--- config.mk ---
export PLATFORM = sky130hd
export DESIGN_NAME = bcx_partitioned_nonce_processor
export DESIGN_NICKNAME = d
export VERILOG_FILES = /design/src/rtl/bcx_partitioned_nonce_processor.sv
export SDC_FILE = /design/constraint.sdc
export NUM_CORES = 1
export LEC_CHECK = 0
export CAP_MARGIN = 40
export CORE_AREA = 3 3 302 304
export CTS_CLUSTER_DIAMETER = 120
export CTS_CLUSTER_SIZE = 8
export DETAILED_ROUTE_END_ITERATION = 10
export DIE_AREA = 0 0 305 307
export PLACE_DENSITY = 0.38
export SYNTH_ARGS = -nofsm -noshare
export SYNTH_HDL_FRONTEND = slang
export SYNTH_SLANG_ARGS = --single-unit
--- constraint.sdc ---
create_clock -name clk -period 2.3 [get_ports clk]
set_input_delay 0.46 -clock clk [delete_from_list [all_inputs] [get_ports clk]]
set_output_delay 0.46 -clock clk [all_outputs]
set_load 0.05 [all_outputs]
--- src/rtl/bcx_partitioned_nonce_processor.sv ---
// Partitioned nonce sweeper: issues one candidate per cycle, tracks tags through the hash pipe, captures the winner.
// Optional macro BCX_SWEEP_RESUME_EN keeps sweeping after wins and adds a saturating win_count output.
module bcx_partitioned_nonce_processor #(
  parameter int PARTITIONBITS   = 1,
  parameter int PROCESSORNUMBER = 0,
  parameter int NONCE_BITS      = 32,
  parameter int PIPE_DEPTH      = 4,
  parameter int PAYLOAD_W       = 352,
  parameter int PASS_STAGES     = 1
) (
  input  logic                 clk,
  input  logic                 rst,
  input  logic                 in_valid,
  input  logic                 in_newblock,
  input  logic [PAYLOAD_W-1:0] in_payload,
  output logic                 out_valid,
  output logic                 out_newblock,
  output logic [PAYLOAD_W-1:0] out_payload,
  output logic [31:0]          nonce_o,
  output logic                 nonce_valid_o,
  input  logic                 hash_success_i,
  output logic                 victory,
  output logic [31:0]          victory_nonce,
  output logic                 exhausted,
  output logic                 sweeping
`ifdef BCX_SWEEP_RESUME_EN
  ,
  output logic [7:0]           win_count
`endif
);

  localparam int CNT_W = NONCE_BITS - PARTITIONBITS;
  localparam logic [PARTITIONBITS-1:0] PART_ID = PARTITIONBITS'(PROCESSORNUMBER);

  typedef enum logic [1:0] {IDLE, SWEEP, DRAIN, DONE} state_t;

  state_t             state_reg, state_next;
  logic [CNT_W-1:0]   counter_reg, counter_next;
  logic               victory_reg, victory_next;
  logic [31:0]        victory_nonce_reg, victory_nonce_next;
  logic               exhausted_reg, exhausted_next;
  logic               tag_valid_reg [PIPE_DEPTH];
  logic [31:0]        tag_nonce_reg [PIPE_DEPTH];
  logic               tag_flush;
  logic               pipe_busy;
  logic               start_req;
  logic               hit;
  logic               last_issue;
  logic [NONCE_BITS-1:0] cand_nonce;
`ifdef BCX_SWEEP_RESUME_EN
  logic [7:0]         win_count_reg, win_count_next;
`endif

  assign start_req     = in_valid & in_newblock;
  assign last_issue    = &counter_reg;
  assign cand_nonce    = {counter_reg, PART_ID};
  assign nonce_valid_o = (state_reg == SWEEP);
  assign nonce_o       = nonce_valid_o ? 32'(cand_nonce) : 32'd0;
  assign hit           = tag_valid_reg[PIPE_DEPTH-1] & hash_success_i;
  assign sweeping      = (state_reg == SWEEP) || (state_reg == DRAIN);
  assign victory       = victory_reg;
  assign victory_nonce = victory_nonce_reg;
  assign exhausted     = exhausted_reg;
`ifdef BCX_SWEEP_RESUME_EN
  assign win_count     = win_count_reg;
`endif

  // The tag at the output stage is being retired this cycle, so only younger stages keep the pipe busy.
  always_comb begin
    pipe_busy = 1'b0;
    for (int i = 0; i < PIPE_DEPTH - 1; i++) begin
      pipe_busy = pipe_busy | tag_valid_reg[i];
    end
  end

  always_comb begin
    state_next         = state_reg;
    counter_next       = counter_reg;
`ifdef BCX_SWEEP_RESUME_EN
    victory_next       = 1'b0;
    win_count_next     = win_count_reg;
`else
    victory_next       = victory_reg;
`endif
    victory_nonce_next = victory_nonce_reg;
    exhausted_next     = exhausted_reg;
    tag_flush          = 1'b0;

    if (start_req) begin
      state_next     = SWEEP;
      counter_next   = '0;
      victory_next   = 1'b0;
      exhausted_next = 1'b0;
      tag_flush      = 1'b1;
`ifdef BCX_SWEEP_RESUME_EN
      win_count_next = 8'd0;
`endif
    end else begin
      if (state_reg == SWEEP) begin
        if (last_issue) begin
          state_next = DRAIN;
        end else begin
          counter_next = counter_reg + CNT_W'(1);
        end
      end

      if (hit && sweeping) begin
        victory_next       = 1'b1;
        victory_nonce_next = tag_nonce_reg[PIPE_DEPTH-1];
`ifdef BCX_SWEEP_RESUME_EN
        if (win_count_reg != 8'hFF) begin
          win_count_next = win_count_reg + 8'd1;
        end
`else
        state_next = DONE;
        tag_flush  = 1'b1;
`endif
      end

`ifdef BCX_SWEEP_RESUME_EN
      if (state_reg == DRAIN && !pipe_busy) begin
        state_next     = DONE;
        exhausted_next = (win_count_reg == 8'd0) && !hit;
      end
`else
      if (state_reg == DRAIN && !pipe_busy && !hit) begin
        state_next     = DONE;
        exhausted_next = 1'b1;
      end
`endif
    end
  end

  always_ff @(posedge clk or negedge rst) begin
    if (!rst) begin
      state_reg         <= IDLE;
      counter_reg       <= '0;
      victory_reg       <= 1'b0;
      victory_nonce_reg <= 32'd0;
      exhausted_reg     <= 1'b0;
`ifdef BCX_SWEEP_RESUME_EN
      win_count_reg     <= 8'd0;
`endif
    end else begin
      state_reg         <= state_next;
      counter_reg       <= counter_next;
      victory_reg       <= victory_next;
      victory_nonce_reg <= victory_nonce_next;
      exhausted_reg     <= exhausted_next;
`ifdef BCX_SWEEP_RESUME_EN
      win_count_reg     <= win_count_next;
`endif
    end
  end

  // Tag pipe mirrors the hash core latency; a flush kills every in-flight tag including the one entering now.
  generate
    for (genvar gi = 0; gi < PIPE_DEPTH; gi++) begin : g_tag
      if (gi == 0) begin : g_head
        always_ff @(posedge clk or negedge rst) begin
          if (!rst) begin
            tag_valid_reg[0] <= 1'b0;
            tag_nonce_reg[0] <= 32'd0;
          end else begin
            tag_valid_reg[0] <= tag_flush ? 1'b0 : nonce_valid_o;
            tag_nonce_reg[0] <= nonce_o;
          end
        end
      end else begin : g_body
        always_ff @(posedge clk or negedge rst) begin
          if (!rst) begin
            tag_valid_reg[gi] <= 1'b0;
            tag_nonce_reg[gi] <= 32'd0;
          end else begin
            tag_valid_reg[gi] <= tag_flush ? 1'b0 : tag_valid_reg[gi-1];
            tag_nonce_reg[gi] <= tag_nonce_reg[gi-1];
          end
        end
      end
    end
  endgenerate

  logic                 pass_valid_reg   [PASS_STAGES];
  logic                 pass_newblk_reg  [PASS_STAGES];
  logic [PAYLOAD_W-1:0] pass_payload_reg [PASS_STAGES];

  generate
    for (genvar gi = 0; gi < PASS_STAGES; gi++) begin : g_pass
      if (gi == 0) begin : g_head
        always_ff @(posedge clk or negedge rst) begin
          if (!rst) begin
            pass_valid_reg[0]   <= 1'b0;
            pass_newblk_reg[0]  <= 1'b0;
            pass_payload_reg[0] <= '0;
          end else begin
            pass_valid_reg[0]   <= in_valid;
            pass_newblk_reg[0]  <= in_newblock;
            pass_payload_reg[0] <= in_payload;
          end
        end
      end else begin : g_body
        always_ff @(posedge clk or negedge rst) begin
          if (!rst) begin
            pass_valid_reg[gi]   <= 1'b0;
            pass_newblk_reg[gi]  <= 1'b0;
            pass_payload_reg[gi] <= '0;
          end else begin
            pass_valid_reg[gi]   <= pass_valid_reg[gi-1];
            pass_newblk_reg[gi]  <= pass_newblk_reg[gi-1];
            pass_payload_reg[gi] <= pass_payload_reg[gi-1];
          end
        end
      end
    end
  endgenerate

  assign out_valid    = pass_valid_reg[PASS_STAGES-1];
  assign out_newblock = pass_newblk_reg[PASS_STAGES-1];
  assign out_payload  = pass_payload_reg[PASS_STAGES-1];

endmodule

; ---- Word level (Yosys, flattened, before mapping)
; Index checks and enable logic that the tools add are counted.
[classes]
n_eq_ne = 3
mux = 19
bitwise_logic = 5
addsub = 1
reduce_logical = 15
[op_table]
columns = cell, count
row1 = 2-to-1 mux 31 bit, 3
row2 = 2-to-1 mux 32 bit, 1
row3 = "adder 31 x 1 -> 31 bit, second input constant", 1
row4 = AND reduction 31 bit, 1
row5 = 2-to-1 mux 1 bit, 10
row6 = 2-to-1 mux 2 bit, 5
row7 = nonzero test 4 bit, 2
row8 = AND reduction 2 bit, 3
row9 = nonzero test 2 bit, 3
row10 = logical AND 1 bit, 3
row11 = AND 1 bit, 2
row12 = "== test 2 x 1 -> 1 bit, second input constant", 1
row13 = "== test 2 bit, second input constant", 1
row14 = logical NOT 1 bit, 2
row15 = "!= test 2 bit, second input constant", 1
row16 = OR 1 bit, 2
row17 = logical OR 1 bit, 1
row18 = NOT 1 bit, 1
[word_totals]
reg_bits = 553
input_bits = 357
out_inout_bits = 422
elab_cells = 59

; ---- Longest topological paths before layout
; Gate-level depths: netlist of the first run.
[logic_depth]
ltp_word = 7
depth_mapped = 9
mapped_depth_nobuf = 7

; ---- Worst setup path after synthesis of the first run
; No wires, ideal clock.
[synth_timing]
path_type = register to register
from = reg state_reg[1]
to = reg counter_reg[15]
required_ns = 2.234
path_stages_with_launch = 8
period_less_slack_ns = 2.665
path_buffers = 0
setup_slack_ns = -0.365
setup_ns = 0.066
arrival_time_ns = 2.599
cell_sequence = dfrtp_1 inv_1 ha_1 and2_1 nand3_1 or3_1 or4_1 nand2_1
[synth_between]
elab_chain_len = 3
[synth_rtl]
columns = item, line
row1 = from (decl), 37  ; state_t state_reg, state_next;
row2 = from (signal assigned), 145  ; state_reg <= state_next;
row3 = == test 2 x 1 -> 1 bit, --
row4 = via nonce_valid_o, 20  ; output logic nonce_valid_o,
row5 = nonzero test 2 bit (no source line), --
row6 = AND reduction 2 bit (no source line), --
row7 = to (signal assigned), 146  ; counter_reg <= counter_next;
row8 = to (decl), 38  ; logic [CNT_W-1:0] counter_reg, counter_next;
; The timed path passes the listed nets, and every way through them passes these cells.
; A chain may end at the register's enable or synchronous reset.

; ---- Worst setup path in the final report of the first run
[layout_timing]
from = reg pass_payload_reg, in the netlist out_payload[36]
to = out out_payload[36]
[layout_rtl]
columns = item, line
row1 = from (decl), 185  ; logic [PAYLOAD_W-1:0] pass_payload_reg [PASS_STAGES];
row2 = to (decl), 18  ; output logic [PAYLOAD_W-1:0] out_payload,
; No word-level cell between the ends.

==> impl_metrics.py, run 1 <==
metrics = {
    "pwr": {
        "leakagePower_nw": 12.3,
        "intPower_mw": 17.6,
        "p_clk_share_pct": 42.8,
        "p_total_mw": 23.9,
        "p_sw_share_pct": 26.6,
        "ir_worst_vdd_mv": 0.463,
        "power_frac_seq_pct": 43.0,
        "power_density_nw_per_um2": 874,
        "p_sw_mw": 6.37,
        "p_comb_share_pct": 14.1,
    },
    "sta": {
        "finalHoldViolations": 0,
        "rsz0062_at_grt": "true",
        "worstMarginPinSlew_ns": 0.654,
        "fin_ws_ns": 0.0600,
        "slew_headroom_pct": 56.3,
        "fin_setup_tns_ns": 0,
        "setup_viol": 0,
        "slew_viol_final": 0,
        "max_freq_ghz": 0.446,
        "finClkSkew_ns": 0.0231,
        "fin_crit_sh_pct": 97.4,
        "fin_crit_ns": 2.24,
        "timing.hold.ws_ns": 0.294,
    },
    "drt": {
        "dr_total_vias": 10200,
        "drtPass1Iterations": 4,
        "postRouteAntennaNets": 0,
        "drt_iter0_drc": 435,
        "drcViolationCount": 0,
        "vias_per_cell": 3.56,
        "wl_per_cell_um": 23.2,
        "wl_um": 66400,
    },
    "yosys": {
        "synthesis.instances": 809,
        "synthTopCellsByArea": "dfrtp_1, mux2_2, and2_1",
        "syn-cell-area_um2": 15500,
        "synth-seq-cells": 548,
        "yosysWarnings": 0,
        "synth_top_cell_area_share_pct": 88.7,
        "syn_avg_cell_area_um2": 19.1,
        "yosysTopAreaCell": "dfrtp_1",
        "synth-seq-area-share_pct": 88.7,
        "yosys.cell_types.count": 43,
    },
    "placement": {
        "dp_hpwl_um": 52400,
        "gp_congestion": 0.821,
        "pre_cts_slack_ns": 0.156,
        "dpl_cell_area_um2": 25200,
        "portBuffers": 776,
    },
    "setup_path": {
        "slowest_delay_ns": 0.82,
        "r2r-start": "counter_reg[0]",
        "cp.depth": 1,
        "crit_buf_inv": 1,
        "r2r-end": "counter_reg[8]",
        "worstSetupPathType": "flip-flop to primary output",
        "critPathMaxFanout": 1,
        "endpoint": "out_payload[36]",
        "critPathCaptureType": "primary output",
        "crit_family": "buffers and inverters",
        "arrival_ns": 1.78,
        "worstPathCellList": "clkdlybuf4s50_1",
        "startpoint": "out_payload[36]",
        "crit_required_ns": 1.84,
        "cp-start-kind": "flip-flop",
        "rrSetupSlack_ns": 0.21,
        "reg2reg_depth": 7,
        "crit_path_top_delay_cell": "clkdlybuf4s50_1",
    },
    "final_layout": {
        "multi_input_area_um2": 1690,
        "nNetsFinal": 2042,
        "fin_area_um2": 27400,
        "ff_latch_area_um2": 13700,
        "largest_reg_flops": 352,
        "flow.area_growth_from_synthesis_pct": 77.2,
        "fillCellCount": 8838,
        "final_cell_mix": "clkdlybuf4s50_1, dfrtp_1, clkbuf_16, dlygate4sd2_1, buf_4",
        "drive_gt1_share_pct": 15.9,
        "final_common_cell": "clkdlybuf4s50_1",
    },
    "hold_path": {
        "hold_class": "input port to flip-flop",
    },
    "floorplan": {
        "ioPinCount": 779,
        "die-area_um2": 93600,
        "die_x_um": 305,
        "die_h_um": 307,
        "rows": 109,
        "core_area_um2": 88500,
        "initial_core_util_pct": 17.5,
    },
    "outcome": {
        "status": "finished, final reports clean",
    },
    "flow_run": {
        "cap_violations": 0,
    },
    "global_routing": {
        "grt_max_degree": 65,
        "antenna_found_initial": 17,
        "grt_use_total_pct": 13.9,
        "overflow": 0,
        "grt_pass1_vias": 11200,
        "grt_first_pass_wirelength_um": 91400,
    },
    "cts": {
        "cts_made_buffers": 78,
        "htree_num_levels": 3,
        "cts_tree": "yes",
        "cts.sink_count": 548,
        "clockRootBuffer": "clkbuf_16",
        "clock_latency_ns": 0.60,
        "clk_pin_slew_ns": 0.06,
        "clk_path_buf_depth": 3,
    },
}
==> worst reg2reg max path, stage by stage, from the launching register on <==
cell and delay [ns]:
dfrtp_1 0.42, ha_1 0.26, and3_1 0.20, and3_1 0.22
and4_4 0.24, buf_4 0.19, or3_1 0.34, a21oi_1 0.14
==> per-layer routing <==
metal | share of wire, % | vias to the layer above | GRT usage (%)
li1 | - | 4415 | -
met1 | 33 | 5197 | 13.9
met2 | 55 | 414 | 25.9
met3 | 8.7 | 128 | 5.71
met4 | 2.9 | 24 | 4.60
met5 | 0.44 | - | 1.16
==> synthesized netlist by cell type (all sizes together) <==
cell type,n
or3,10
mux2i,1
a211o,1
xnor2,2
nand2b,4
nor3b,1
nor2,21
xor2,1
mux2,31
and2,35
inv,4
dfrtp,548
nand2,18
nor2b,1
a41o,6
nor3,5
ha,3
and4b,1
o211ai,5
a21oi,14
nand4,6
o311ai,1
a211oi,1
clkbuf,10
a31oi,7
buf,11
and4,4
and3,13
o21ai,11
o31ai,6
conb,1
o41ai,1
nand3,18
or4,7
==> power groups by stage <==
stage	clock (mW)	sequential [mW]	combinational [mW]
after CTS	10.8	10.3	3.45
after floorplan	0	11.7	0.253
after global placement	0	10.5	3.43
final	10.3	10.3	3.38
after global routing	11.1	10.3	3.53
after detailed placement	0	10.5	3.43
==> how the worst min path moves through the flow <==
stage | endpoint | start | slack [ns] | depth (start not counted)
final | out_payload[280] | in_payload[280] | 0.29 | 1
after global routing | out_payload[74] | in_payload[74] | 0.24 | 1
after CTS | out_payload[280] | in_payload[280] | 0.22 | 1
after detailed placement | tag_nonce_reg[10] | tag_nonce_reg[42] | 0.33 | 0
after global placement | tag_nonce_reg[68] | tag_nonce_reg[100] | 0.33 | 0
after floorplan | counter_reg[0] | rst | 0.16 | 0
==> layout make-up <==
| cell class | count | area share [%] |
|---|---|---|
| multi-input cells | 237 | 6.16 |
| well taps | 1165 | 5.32 |
| diodes | 5 | 0.0457 |
| repair buffers | 813 | 30.7 |
| clock buffers | 79 | 7.22 |
| inverters | 4 | 0.0548 |
| flip-flops and latches | 548 | 50.1 |
| clock inverters | 7 | 0.438 |
==> stage by stage <==
| step | utilization (%) | cells |
|---|---|---|
| final | 30.9 | 2858 |
| after global routing | 30.9 | 2858 |
| after global placement | 28.5 | 2762 |
| after CTS | 30.9 | 2852 |
| after floorplan | - | 810 |
| after detailed placement | 28.5 | 2762 |
==> timing repair <==
item | CTS | global route
endpoints found under the hold margin | 29 | 0
hold buffers | 1 | 0
pin swaps | 0 | 2
setup buffers | 2 | 1
cloned | 1 | 0
endpoints found under the setup margin | 91 | 43
resized for setup | 108 | 21
==> logic make-up (layout without fill, tap and decap cells) <==
| group | Yosys count | after routing | synth area share, % |
|---|---|---|---|
| buffers and inverters | 25 | 903 | 1.04 |
| AO/OA/AOI/OAI | 53 | 53 | 2.30 |
| other | 1 | 7 | 0.0243 |
| AND/OR/NAND/NOR | 144 | 144 | 5.23 |
| adder cells (fa/ha/maj) | 3 | 3 | 0.243 |
| flip-flops | 548 | 548 | 88.7 |
| XOR/XNOR | 3 | 3 | 0.170 |
| multiplexers | 32 | 32 | 2.32 |
No activity file was read; power rests on OpenSTA's default activity.
==> run 2, diff against run 1 <==
--- a/config.mk
+++ b/config.mk
@@ -6,12 +6,12 @@
 export NUM_CORES = 1
 export LEC_CHECK = 0
 export CAP_MARGIN = 40
-export CORE_AREA = 3 3 302 304
+export CORE_AREA = 3 3 300 302
 export CTS_CLUSTER_DIAMETER = 120
 export CTS_CLUSTER_SIZE = 8
 export DETAILED_ROUTE_END_ITERATION = 10
-export DIE_AREA = 0 0 305 307
-export PLACE_DENSITY = 0.38
+export DIE_AREA = 0 0 303 305
+export PLACE_DENSITY = 0.39
 export SYNTH_ARGS = -nofsm -noshare
 export SYNTH_HDL_FRONTEND = slang
 export SYNTH_SLANG_ARGS = --single-unit
==> constraint.sdc (replaced) <==
create_clock -name clk -period 2.8 [get_ports clk]
set_input_delay 0.56 -clock clk [delete_from_list [all_inputs] [get_ports clk]]
set_output_delay 0.56 -clock clk [all_outputs]
set_load 0.05 [all_outputs]
==> run 2 against run 1 <==
Against the previous run: design area fell by 0.28%; wire length decreased by 5.1%; cell count decreased by 0.31%; power is 18% lower; register-to-register slack gained 0.38 ns; highest routed layer unchanged; sequential power decreased by 18%.
==> impl_metrics.py, run 2 (synthesis results as in run 1) <==
metrics = {
    "sta": {
        "fin_setup_tns_ns": 0,
        "rsz0062_at_grt": "false",
        "worstMarginPinSlew_ns": 0.746,
        "fin_crit_ns": 2.58,
        "fin_crit_sh_pct": 92.3,
        "finalHoldViolations": 0,
        "timing.hold.ws_ns": 0.337,
        "finClkSkew_ns": 0.0133,
        "slew_viol_final": 0,
        "slew_headroom_pct": 50.1,
        "max_freq_ghz": 0.387,
        "setup_viol": 0,
    },
    "drt": {
        "wl_um": 63000,
        "vias_per_cell": 3.53,
        "postRouteAntennaNets": 0,
        "drtPass1Iterations": 4,
        "dr_total_vias": 10100,
        "drcViolationCount": 0,
        "drt_iter0_drc": 393,
        "wl_per_cell_um": 22.1,
    },
    "cts": {
        "cts.sink_count": 548,
        "htree_num_levels": 3,
        "clock_latency_ns": 0.60,
        "clk_path_buf_depth": 3,
        "clk_pin_slew_ns": 0.05,
        "cts_made_buffers": 78,
        "postCtsSetupBuffers": 0,
        "clockRootBuffer": "clkbuf_16",
        "cts_tree": "yes",
    },
    "placement": {
        "portBuffers": 776,
        "gp_congestion": 0.809,
        "dp_hpwl_um": 49400,
        "place_inst": 2754,
    },
    "setup_path": {
        "arrival_ns": 2.02,
        "critPathMaxFanout": 39,
        "crit_path_top_delay_cell": "dfrtp_1",
        "critPathCaptureType": "primary output",
        "slowest_delay_ns": 0.40,
        "worstPathCellList": "inv_1 -> ha_1 -> buf_6 -> and2_1 -> buf_12",
        "crit_required_ns": 2.24,
        "cp-start-kind": "flip-flop",
        "worstSetupPathType": "flip-flop to primary output",
    },
    "global_routing": {
        "grt_first_pass_wirelength_um": 86900,
        "antenna_found_initial": 11,
        "grt_use_total_pct": 13.3,
        "grt_pass1_vias": 11000,
        "overflow": 0,
        "grt_max_degree": 85,
    },
    "floorplan": {
        "initial_core_util_pct": 17.6,
        "rows": 109,
        "die-area_um2": 92400,
        "die_x_um": 303,
        "die_h_um": 305,
        "ioPinCount": 779,
        "core_area_um2": 88000,
    },
    "final_layout": {
        "drive_gt1_share_pct": 11.1,
        "flow.area_growth_from_synthesis_pct": 76.7,
        "final_cell_mix": "clkdlybuf4s50_1, dfrtp_1, clkbuf_16, buf_12, and2_1",
        "final_cells": 2849,
        "nNetsFinal": 2030,
        "final_common_cell": "clkdlybuf4s50_1",
        "largest_reg_flops": 352,
    },
    "outcome": {
        "status": "finished, final reports clean",
    },
    "pwr": {
        "power_density_nw_per_um2": 716,
        "ir_worst_vdd_mv": 0.413,
        "leakagePower_nw": 11.8,
    },
    "hold_path": {
        "hold_class": "flip-flop to flip-flop",
    },
    "flow_run": {
        "cap_violations": 0,
    },
}
==> run 2: final timing paths <==
check | cells past startpoint | end | startpoint | slack [ns]
min in group asynchronous | 2 | out_payload[297] | rst | 0.46
worst max register to register | 6 | counter_reg[5] | counter_reg[0] | 0.59
max in group asynchronous | 4 | out_payload[301] | rst | 1.44
worst min register to register | 0 | tag_nonce_reg[19] | tag_nonce_reg[51] | 0.34
worst min-delay path | 0 | tag_nonce_reg[19] | tag_nonce_reg[51] | 0.34
worst max-delay path | 5 | nonce_o[4] | state_reg[1] | 0.22
==> run 2: area by class of cell <==
class	count	area, um^2
Fill cell	8696	60600
Timing Repair Buffer	801	8420
Inverter	4	15.0
Antenna cell	6	15.0
Multi-Input combinational cell	237	1600
Sequential cell	548	13700
Tap cell	1165	1460
Clock buffer	82	2000
Clock inverter	6	96.3
==> run 2: power breakdown <==
group / total, mW / internal [mW] / switching, mW / leakage, nW
clock: 8.33 / 5.01 / 3.32 / 1.02
combinational: 2.77 / 1.07 / 1.70 / 3.99
sequential: 8.46 / 8.31 / 0.159 / 6.81
total: 19.6 / 14.4 / 5.18 / 11.8
==> run 2: per-stage QoR <==
stage | util (%) | setup slack, ns | total power, mW | cell area [um^2]
3_5_place_dp | 28.6 | 0.581 | 11.4 | 25200
6_report | 31.1 | 0.215 | 19.6 | 27300
3_3_place_gp | 28.6 | 0.565 | 11.4 | 25200
4_1_cts | 31.0 | 0.0163 | 20.0 | 27300
2_1_floorplan | - | 0.135 | 9.80 | 15500
5_1_grt | 31.1 | 0.0617 | 20.4 | 27300
==> run 2: what timing repair did <==
item | in CTS | in global routing
hold buffers | 1 | 0
resized for setup | 1 | 1
hold endpoints to repair | 33 | 0
endpoints found under the setup margin | 1 | 8
==> run 2: worst max-delay path: cells and delay by family, from the launching register on <==
family        cells  cell delay (ns)
fa+ha+maj         1             0.17
buf+inv           3             0.55
flops             1             0.40
simple gates      1             0.31
==> run 2: layer usage <==
layer  global-route usage [%]  up-vias  share of wire [%]
met5                        0        -              0.054
met2                     24.6      391                 55
met1                     14.3     5170                 36
met4                     4.17        6                1.9
li1                         -     4396                  -
met3                     4.14       89                7.1
==> run 3, diff against run 2 <==
--- a/config.mk
+++ b/config.mk
@@ -5,7 +5,7 @@
 export SDC_FILE = /design/constraint.sdc
 export NUM_CORES = 1
 export LEC_CHECK = 0
-export CAP_MARGIN = 40
+export CAP_MARGIN = 20
 export CORE_AREA = 3 3 300 302
 export CTS_CLUSTER_DIAMETER = 120
 export CTS_CLUSTER_SIZE = 8
==> results of run 3 <==
The final DEF is identical to that of run 2; final timing and power are the same.
